## config.mk

```make
export PLATFORM = sky130hd
export DESIGN_NAME = decode_stage_nw
export DESIGN_NICKNAME = d
export VERILOG_FILES = /design/src/rtl/decode_stage_nw.sv
export SDC_FILE = /design/constraint.sdc
export NUM_CORES = 1
export LEC_CHECK = 0
export BUFFER_PORTS_ARGS = -buffer_cell sky130_fd_sc_hd__buf_4
export CAP_MARGIN = 20
export CELL_PAD_IN_SITES_DETAIL_PLACEMENT = 1
export CELL_PAD_IN_SITES_GLOBAL_PLACEMENT = 1
export CORE_MARGIN = 10
export CORE_UTILIZATION = 42
export CTS_BUF_LIST = sky130_fd_sc_hd__clkbuf_16
export DETAILED_ROUTE_END_ITERATION = 10
export PLACE_DENSITY_LB_ADDON = 0.1
export SLEW_MARGIN = 20
export SYNTH_ARGS = -nofsm -noshare
export SYNTH_HDL_FRONTEND = slang
export SYNTH_SLANG_ARGS = --single-unit
export TNS_END_PERCENT = 1
```

## constraint.sdc

```tcl
create_clock -name clk -period 8.8 [get_ports clk]
set_input_delay 0.88 -clock clk [delete_from_list [all_inputs] [get_ports clk]]
set_output_delay 0.88 -clock clk [all_outputs]
set_load 0.1 [all_outputs]
```

## src/rtl/decode_stage_nw.sv

```systemverilog
// N-lane decode stage: per-lane decoders, oldest-inconsistency kill and redirect,
// output register plus one-bundle skid, and a fetch-shadow discard window.

module decoder #(
   parameter int ADDR_WIDTH = 32,
   parameter int DEC_W      = 128
) (
   input  logic [31:0]           instr,
   input  logic [ADDR_WIDTH-1:0] pc,
   input  logic                  guesses_branch,
   input  logic                  prediction,
   output logic [DEC_W-1:0]      pkt,
   output logic                  inc,
   output logic [ADDR_WIDTH-1:0] new_pc
);
   logic [6:0]            opcode;
   logic                  is_jal;
   logic                  is_jalr;
   logic                  is_branch;
   logic [31:0]           imm;
   logic [66:0]           fields;
   logic [ADDR_WIDTH-1:0] seq_pc;

   always_comb begin
      opcode    = instr[6:0];
      is_jal    = (opcode == 7'h6F);
      is_jalr   = (opcode == 7'h67);
      is_branch = (opcode == 7'h63);
      if (is_jal)
         imm = {{12{instr[31]}}, instr[19:12], instr[20], instr[30:21], 1'b0};
      else if (is_branch)
         imm = {{20{instr[31]}}, instr[7], instr[30:25], instr[11:8], 1'b0};
      else
         imm = {{20{instr[31]}}, instr[31:20]};
      fields = {is_branch, is_jalr, is_jal, imm, instr};
      pkt    = DEC_W'(fields);
      seq_pc = pc + ADDR_WIDTH'(4);
      // JAL target is known here; branch/JALR outcomes are not, so only
      // a non-control instruction that fetch steered is also inconsistent.
      if (is_jal) begin
         inc    = !(guesses_branch && prediction);
         new_pc = pc + ADDR_WIDTH'($signed(imm));
      end else if (is_jalr || is_branch) begin
         inc    = 1'b0;
         new_pc = seq_pc;
      end else begin
         inc    = guesses_branch;
         new_pc = seq_pc;
      end
   end
endmodule

module decode_stage_nw #(
   parameter int LANES      = 2,
   parameter int ADDR_WIDTH = 32,
   parameter int DEC_W      = 128,
   parameter int SHADOW     = 1
) (
   input  logic                          clk,
   input  logic                          reset,
   input  logic                          flush,
   input  logic [LANES-1:0]              in_valid,
   input  logic [LANES*32-1:0]           in_instr,
   input  logic [LANES*ADDR_WIDTH-1:0]   in_pc,
   input  logic [LANES-1:0]              in_guesses_branch,
   input  logic [LANES-1:0]              in_prediction,
   output logic                          in_ready,
   output logic [LANES-1:0]              out_valid,
   output logic [LANES*DEC_W-1:0]        out_pkt,
   output logic [LANES*ADDR_WIDTH-1:0]   out_pc,
   input  logic                          out_ready,
   output logic                          fb_valid,
   output logic [ADDR_WIDTH-1:0]         fb_pc
);
   logic [LANES*DEC_W-1:0]      dec_pkt;
   logic [LANES-1:0]            dec_inc;
   logic [ADDR_WIDTH-1:0]       dec_npc [LANES];

   logic [LANES-1:0]            out_valid_q, out_valid_d;
   logic [LANES*DEC_W-1:0]      out_pkt_q, out_pkt_d;
   logic [LANES*ADDR_WIDTH-1:0] out_pc_q, out_pc_d;
   logic [LANES-1:0]            skid_valid_q, skid_valid_d;
   logic [LANES*DEC_W-1:0]      skid_pkt_q, skid_pkt_d;
   logic [LANES*ADDR_WIDTH-1:0] skid_pc_q, skid_pc_d;
   logic [2:0]                  shadow_q, shadow_d;
   logic                        fb_valid_q, fb_valid_d;
   logic [ADDR_WIDTH-1:0]       fb_pc_q, fb_pc_d;

   logic [LANES-1:0]            kept_valid;
   logic                        found;
   logic [ADDR_WIDTH-1:0]       k_pc;
   logic                        skid_full, out_full, in_shadow;
   logic                        accept, store, redirect, xfer;

   for (genvar g = 0; g < LANES; g++) begin : g_lane
      decoder #(.ADDR_WIDTH(ADDR_WIDTH), .DEC_W(DEC_W)) u_dec (
         .instr          (in_instr[g*32 +: 32]),
         .pc             (in_pc[g*ADDR_WIDTH +: ADDR_WIDTH]),
         .guesses_branch (in_guesses_branch[g]),
         .prediction     (in_prediction[g]),
         .pkt            (dec_pkt[g*DEC_W +: DEC_W]),
         .inc            (dec_inc[g]),
         .new_pc         (dec_npc[g])
      );
   end

   // Oldest valid inconsistent lane survives; every younger lane is killed.
   always_comb begin
      kept_valid = in_valid;
      found      = 1'b0;
      k_pc       = '0;
      for (int unsigned i = 0; i < LANES; i++) begin
         if (found)
            kept_valid[i] = 1'b0;
         else if (in_valid[i] && dec_inc[i]) begin
            found = 1'b1;
            k_pc  = dec_npc[i];
         end
      end
   end

   assign skid_full = |skid_valid_q;
   assign out_full  = |out_valid_q;
   assign in_shadow = (shadow_q != '0);
   assign in_ready  = !reset && !flush && (!skid_full || in_shadow);
   assign accept    = in_ready && (|in_valid);
   assign store     = accept && !in_shadow;
   assign redirect  = store && found;
   assign xfer      = out_full && out_ready;

   always_comb begin
      out_valid_d  = out_valid_q;
      out_pkt_d    = out_pkt_q;
      out_pc_d     = out_pc_q;
      skid_valid_d = skid_valid_q;
      skid_pkt_d   = skid_pkt_q;
      skid_pc_d    = skid_pc_q;
      shadow_d     = shadow_q;
      fb_valid_d   = 1'b0;
      fb_pc_d      = fb_pc_q;
      if (reset || flush) begin
         out_valid_d  = '0;
         out_pkt_d    = '0;
         out_pc_d     = '0;
         skid_valid_d = '0;
         skid_pkt_d   = '0;
         skid_pc_d    = '0;
         shadow_d     = '0;
         fb_pc_d      = '0;
      end else begin
         if (in_shadow)
            shadow_d = shadow_q - 3'd1;
         // A full skid blocks new bundles outside the shadow, so the skid
         // draining and a bundle being stored never coincide.
         if (skid_full && xfer) begin
            out_valid_d  = skid_valid_q;
            out_pkt_d    = skid_pkt_q;
            out_pc_d     = skid_pc_q;
            skid_valid_d = '0;
         end else if (store && (!out_full || xfer)) begin
            out_valid_d = kept_valid;
            out_pkt_d   = dec_pkt;
            out_pc_d    = in_pc;
         end else if (store) begin
            skid_valid_d = kept_valid;
            skid_pkt_d   = dec_pkt;
            skid_pc_d    = in_pc;
         end else if (xfer) begin
            out_valid_d = '0;
         end
         if (redirect) begin
            fb_valid_d = 1'b1;
            fb_pc_d    = k_pc;
            shadow_d   = 3'(SHADOW);
         end
      end
   end

   always_ff @(posedge clk) begin
      out_valid_q  <= out_valid_d;
      out_pkt_q    <= out_pkt_d;
      out_pc_q     <= out_pc_d;
      skid_valid_q <= skid_valid_d;
      skid_pkt_q   <= skid_pkt_d;
      skid_pc_q    <= skid_pc_d;
      shadow_q     <= shadow_d;
      fb_valid_q   <= fb_valid_d;
      fb_pc_q      <= fb_pc_d;
   end

   assign out_valid = out_valid_q;
   assign out_pkt   = out_pkt_q;
   assign out_pc    = out_pc_q;
   assign fb_valid  = fb_valid_q;
   assign fb_pc     = fb_pc_q;
endmodule

```

Yosys cells after proc, flatten, opt, wreduce, memory -nomap -nowiden:

Cells that the tools add are included.

* register bits: 558
* input bits: 138
* output and inout bits: 356
* word-level logic and storage cells: 88

* add/subtract/negate cells: 5
* equal/unequal tests: 7
* mux-type cells: 28
* bitwise logic cells: 2
* reductions and logical operators: 36

Operators by type and width (number)
* 256-bit two-way mux: 2
* 32-bit two-way mux: 5
* 64-bit two-way mux: 2
* 32-bit by 3-bit adder with 32-bit output, second input constant: 2
* 32-bit adder: 2
* 7-bit == test, second input constant: 6
* 20-bit two-way mux: 2
* 12-bit two-way mux: 2
* 1-bit logical AND: 12
* 1-bit two-way mux: 11
* 2-bit OR reduction: 5
* 2-bit two-way mux: 4
* 1-bit zero test: 7
* 3-bit nonzero test: 2
* 1-bit logical OR: 5
* 2-bit AND reduction: 2
* 2-bit nonzero test: 2
* 3-bit by 1-bit != test with 1-bit output, second input constant: 1
* 3-bit AND reduction: 1
* 3-bit by 1-bit subtractor with 3-bit output, second input constant: 1
* 1-bit inverter: 2

Depth between registers and ports, before layout:

* depth in word-level cells: 9
* mapped depth: 19
* mapped depth without buffers: 18

Cells and area by module:

A second synthesis with hierarchy kept.

* cells, all modules: 4072
* area, all modules: 32849.0 µm²

Modules (own cells, without submodules)
* decode_stage_nw: instances 1, cells an instance 2970, area each 25614.6 µm², seq. area each 13613.1 µm²
* decoder at g_lane[0].u_dec: instances 1, cells an instance 568, area each 3719.8 µm², seq. area each 0.0 µm²
* decoder at g_lane[1].u_dec: instances 1, cells an instance 534, area each 3514.6 µm², seq. area each 0.0 µm²

Worst setup path before layout:

Ideal clock, no wire load.

* kind: input port to flip-flop
* start point: in in_instr[6]
* end point: reg fb_pc_q[26] (netlist: fb_pc[26])
* setup time: 0.118 ns
* data arrival time: 4.334 ns
* required time: 8.682 ns
* setup slack: 4.348 ns
* cell stages on the path: 18
* buffers on the path: 2
* path through: nand3_1 > nor3_1 > and3_1 > buf_2 > clkbuf_1 > a21oi_1 > inv_1 > ha_1 > a21o_1 > a21o_1 > a2111oi_0 > o41ai_1 > a31oi_1 > o21ai_1 > xor2_1 > a21oi_1 > o21ai_0 > o2bb2ai_1

* elaborated cells on any way between the ends: 17
* classes of those cells: 1 x add/sub; 3 x eq/ne; 10 x mux; 3 x reduce/logical

RTL lines
* start: declaration: line 63 `input logic [LANES*32-1:0] in_instr,`
* 7-bit == test (*): line 26 `is_jal = (opcode == 7'h6F);`
* 20-bit two-way mux (*): line 29 `if (is_jal)`
* net dec_pkt[47]: line 75 `logic [LANES*DEC_W-1:0] dec_pkt;`
* 32-bit adder (*): line 42 `new_pc = pc + ADDR_WIDTH'($signed(imm));`
* 32-bit two-way mux (*): line 40 `if (is_jal) begin`
* 32-bit two-way mux (*): line 115 `else if (in_valid[i] && dec_inc[i]) begin`
* 32-bit two-way mux: line 115
* 32-bit two-way mux (*): line 113 `if (found)`
* end signal: assignment: line 188 `fb_pc_q <= fb_pc_d;`
* end: declaration: line 87 `logic [ADDR_WIDTH-1:0] fb_pc_q, fb_pc_d;`

The timed path passes the listed nets; every way through them passes the cells marked *.
A chain may end at the register's enable or synchronous reset.

Worst setup path after layout:

* start point: in in_instr[1]
* end point: reg fb_pc_q[26] (netlist: fb_pc[26])

Same word-level chain as after synthesis.

==> impl_metrics.env <==
export IMPL_crit_type="input pin to flop"
export IMPL_pin_count=494
export IMPL_power_total_uw=4400
export IMPL_fp_row_count=79
export IMPL_setup_tns_ns=0
export IMPL_ys_top_cells_by_count="nand2_1, a21oi_1, dfxtp_1"
export IMPL_cts_resized=0
export IMPL_coreArea_um2=46400
export IMPL_fin_crit_sh_pct=61.0
export IMPL_dieArea_um2=55800
export IMPL_fin_cells=3424
export IMPL_worstMarginPinSlew_ns=1.21
export IMPL_grt_remaining_overflow=0
export IMPL_root_buffer="clkbuf_16"
export IMPL_port_buffers=371
export IMPL_drt_pass1_iterations=5
export IMPL_finalMaxSlewViolations=0
export IMPL_slew_headroom_pct=19.1
export IMPL_worstPathMaxFanout=36
export IMPL_insertion_delay_ns=0.56
export IMPL_finalSetupViolCount=0
export IMPL_period_minus_slack_ns=5.37
export IMPL_synth_top_area_share_pct=37.1
export IMPL_wl_met3_mm=3.98
export IMPL_synth_edf_count=0
export IMPL_end_kind="flop"
export IMPL_vias=19000
export IMPL_start_util_pct=42.4
export IMPL_antenna_found_initial=3
export IMPL_async_flop_share_pct=0
export IMPL_rsz0062_at_grt="no"
export IMPL_dp_cells=3345
export IMPL_viasPerCell=5.56
export IMPL_worst_ep_required_time_ns=9.24
export IMPL_timing_fmax_ghz=0.186
export IMPL_synth_area_um2=19600
export IMPL_top_layer_used="met5"
export IMPL_clock_sinks=364
export IMPL_yosys_area_share_simple_pct=18.1
export IMPL_dr_wl_met2_mm=37.2
export IMPL_cts_buffers=42
export IMPL_synthMuxAreaShare_pct=0.873
export IMPL_outcome="finished clean"
export IMPL_ys_seq_elements=364
export IMPL_die_h_um=236
export IMPL_synth_compound_area_share_pct=24.6
export IMPL_maxCapViolCount=0
export IMPL_cts_tree="built"
export IMPL_htree_num_levels=2
export IMPL_yosysMostFrequentCell="nand2_1"
export IMPL_synthAdderAreaFrac_pct=4.47
export IMPL_path_clk_slew_ns=0.06
export IMPL_yosys_area_top_type="dfxtp_1"
export IMPL_post_drt_wl_per_cell_um=22.5
export IMPL_skew_ns=0.0142
export IMPL_dp_slack_ns=3.01
export IMPL_cp_start_kind="input pin"
export IMPL_area_delta_synth_final_pct=18.7
export IMPL_synthCells=2547
export IMPL_hold_path_class="flop to flop"
export IMPL_final_net_count=2990
export IMPL_ant_nets=0
export IMPL_drt_total_wl_mm=77.2
export IMPL_synth_xor_area_share_pct=4.55
export IMPL_holdBufCountCts=0
export IMPL_hold_ws_ns=0.455
export IMPL_gp_congestion=0.907
export IMPL_place_hpwl_mm=56.7
export IMPL_hold_violations=0
export IMPL_grt_total_usage_pct=26.0
export IMPL_synth_warnings=0
export IMPL_synth_distinct_cells=74
export IMPL_m1WireLength_mm=33.8
export IMPL_synth_top_family_by_area="compound AO/OA/AOI/OAI gates"
export IMPL_p_leak_uw=0.00925
export IMPL_grt_pass1_vias=19700
export IMPL_drive_above_1_share_pct=17.2
export IMPL_drt_iter0_drc=1182
export IMPL_clockBufferDepth=3
export IMPL_setup_ws_ns=3.43
export IMPL_crit_arrival_ns=5.81
export IMPL_vdd_ir_drop_max_v=0.000134
export IMPL_syn_avg_cell_area_um2=7.71
export IMPL_ys_flop_type="dfxtp_1"
export IMPL_grt_pass1_wl_mm=117
export IMPL_cts_setup_buffers=0
export IMPL_drc=0
export IMPL_ys_seq_area_share_pct=37.1
export IMPL_power_density_nw_per_um2=189
export IMPL_grt_max_degree=226
export IMPL_fp_dieW_um=236
export IMPL_synthTopCellsByArea="dfxtp_1, a21oi_1, nand2_1"
## cells in the final DEF (no fill, tap or decap), types with 8 or more instances in the layout
cell / instances
nand2_1: 494
buf_4: 390
a21oi_1: 378
dfxtp_1: 364
nor2_1: 167
a22oi_1: 137
conb_1: 122
o21ai_0: 72
ha_1: 67
inv_1: 66
nand3_1: 62
xnor2_1: 53
xor2_1: 49
clkbuf_16: 43
a221oi_1: 40
a211oi_1: 36
a21o_1: 29
nand4_1: 21
nor3_1: 20
and3_1: 17
mux2i_1: 16
o211ai_1: 11
and2_1: 10
o21ai_1: 10
a31oi_1: 9
clkinv_1: 9
nor2b_1: 8
## layout make-up
cell class / instances / area, µm²
Tap cell: 607 / 759
Multi-Input combinational cell: 1929 / 10800
Clock buffer: 43 / 1080
Clock inverter: 33 / 176
Fill cell: 5745 / 23100
Timing Repair Buffer: 392 / 2980
Sequential cell: 364 / 7290
Antenna cell: 2 / 5.00
Inverter: 54 / 203
## final timing paths
| path | slack [ns] | startpoint | depth (start not counted) | end |
|---|---|---|---|---|
| setup / recovery | 3.43 | in_instr[1] | 19 | fb_pc[26] |
| hold / removal | 0.45 | skid_pc_q[59] | 2 | skid_pc_q[59] |
| setup reg to reg | 4.96 | shadow_q[0] | 9 | out_pkt[170] |
| hold reg to reg | 0.45 | skid_pc_q[59] | 2 | skid_pc_q[59] |
## logic make-up after synthesis
| family | Yosys count |
|---|---|
| AOI/OAI and AO/OA | 777 |
| xor gates and xnor gates | 102 |
| adders and majority gates | 69 |
| buffers and inverters | 375 |
| DFF | 364 |
| muxes | 17 |
| other | 1 |
| and+or+nand+nor | 842 |
## power by group
part | switching [µW] | internal, µW
clock | 715 | 913
combinational | 833 | 244
sequential | 18.4 | 1670
total | 1570 | 2830
## metal layers
layer / vias up / GRT usage [%]
met2: 474 / 43.9
met3: 102 / 5.11
met1: 9382 / 32.8
met5: - / 0
met4: 2 / 8.30
li1: 9077 / -
## sequential cells by signal, summed over array words and instances (netlist names)
name,flops
fb_valid,1
out_pc,64
out_pkt,98
fb_pc,32
skid_pkt_q,98
skid_pc_q,64
out_valid,2
skid_valid_q,2
shadow_q,3
## worst max-delay path, stage by stage
cell and delay (ns):
buf_4 0.10, nand3_1 0.09, nor3_1 0.68, and3_1 0.25
buf_4 0.37, nor2_1 0.22, a21oi_1 0.26, inv_1 0.07
ha_1 0.35, a21o_1 0.18, a21o_1 0.16, a2111oi_0 0.74
o41ai_1 0.17, a31oi_1 0.41, o21ai_1 0.18, xor2_1 0.16
a21oi_1 0.21, o21ai_0 0.13, o2bb2ai_1 0.16
## metrics by stage
step           cell area [µm²]  utilization [%]
6_report                 23300             50.3
5_1_grt                  23300             50.3
4_1_cts                  23300             50.2
3_5_place_dp             22000             47.5
3_3_place_gp             22000             47.5
2_1_floorplan            20100                -
No activity file was read; power rests on OpenSTA's default activity.
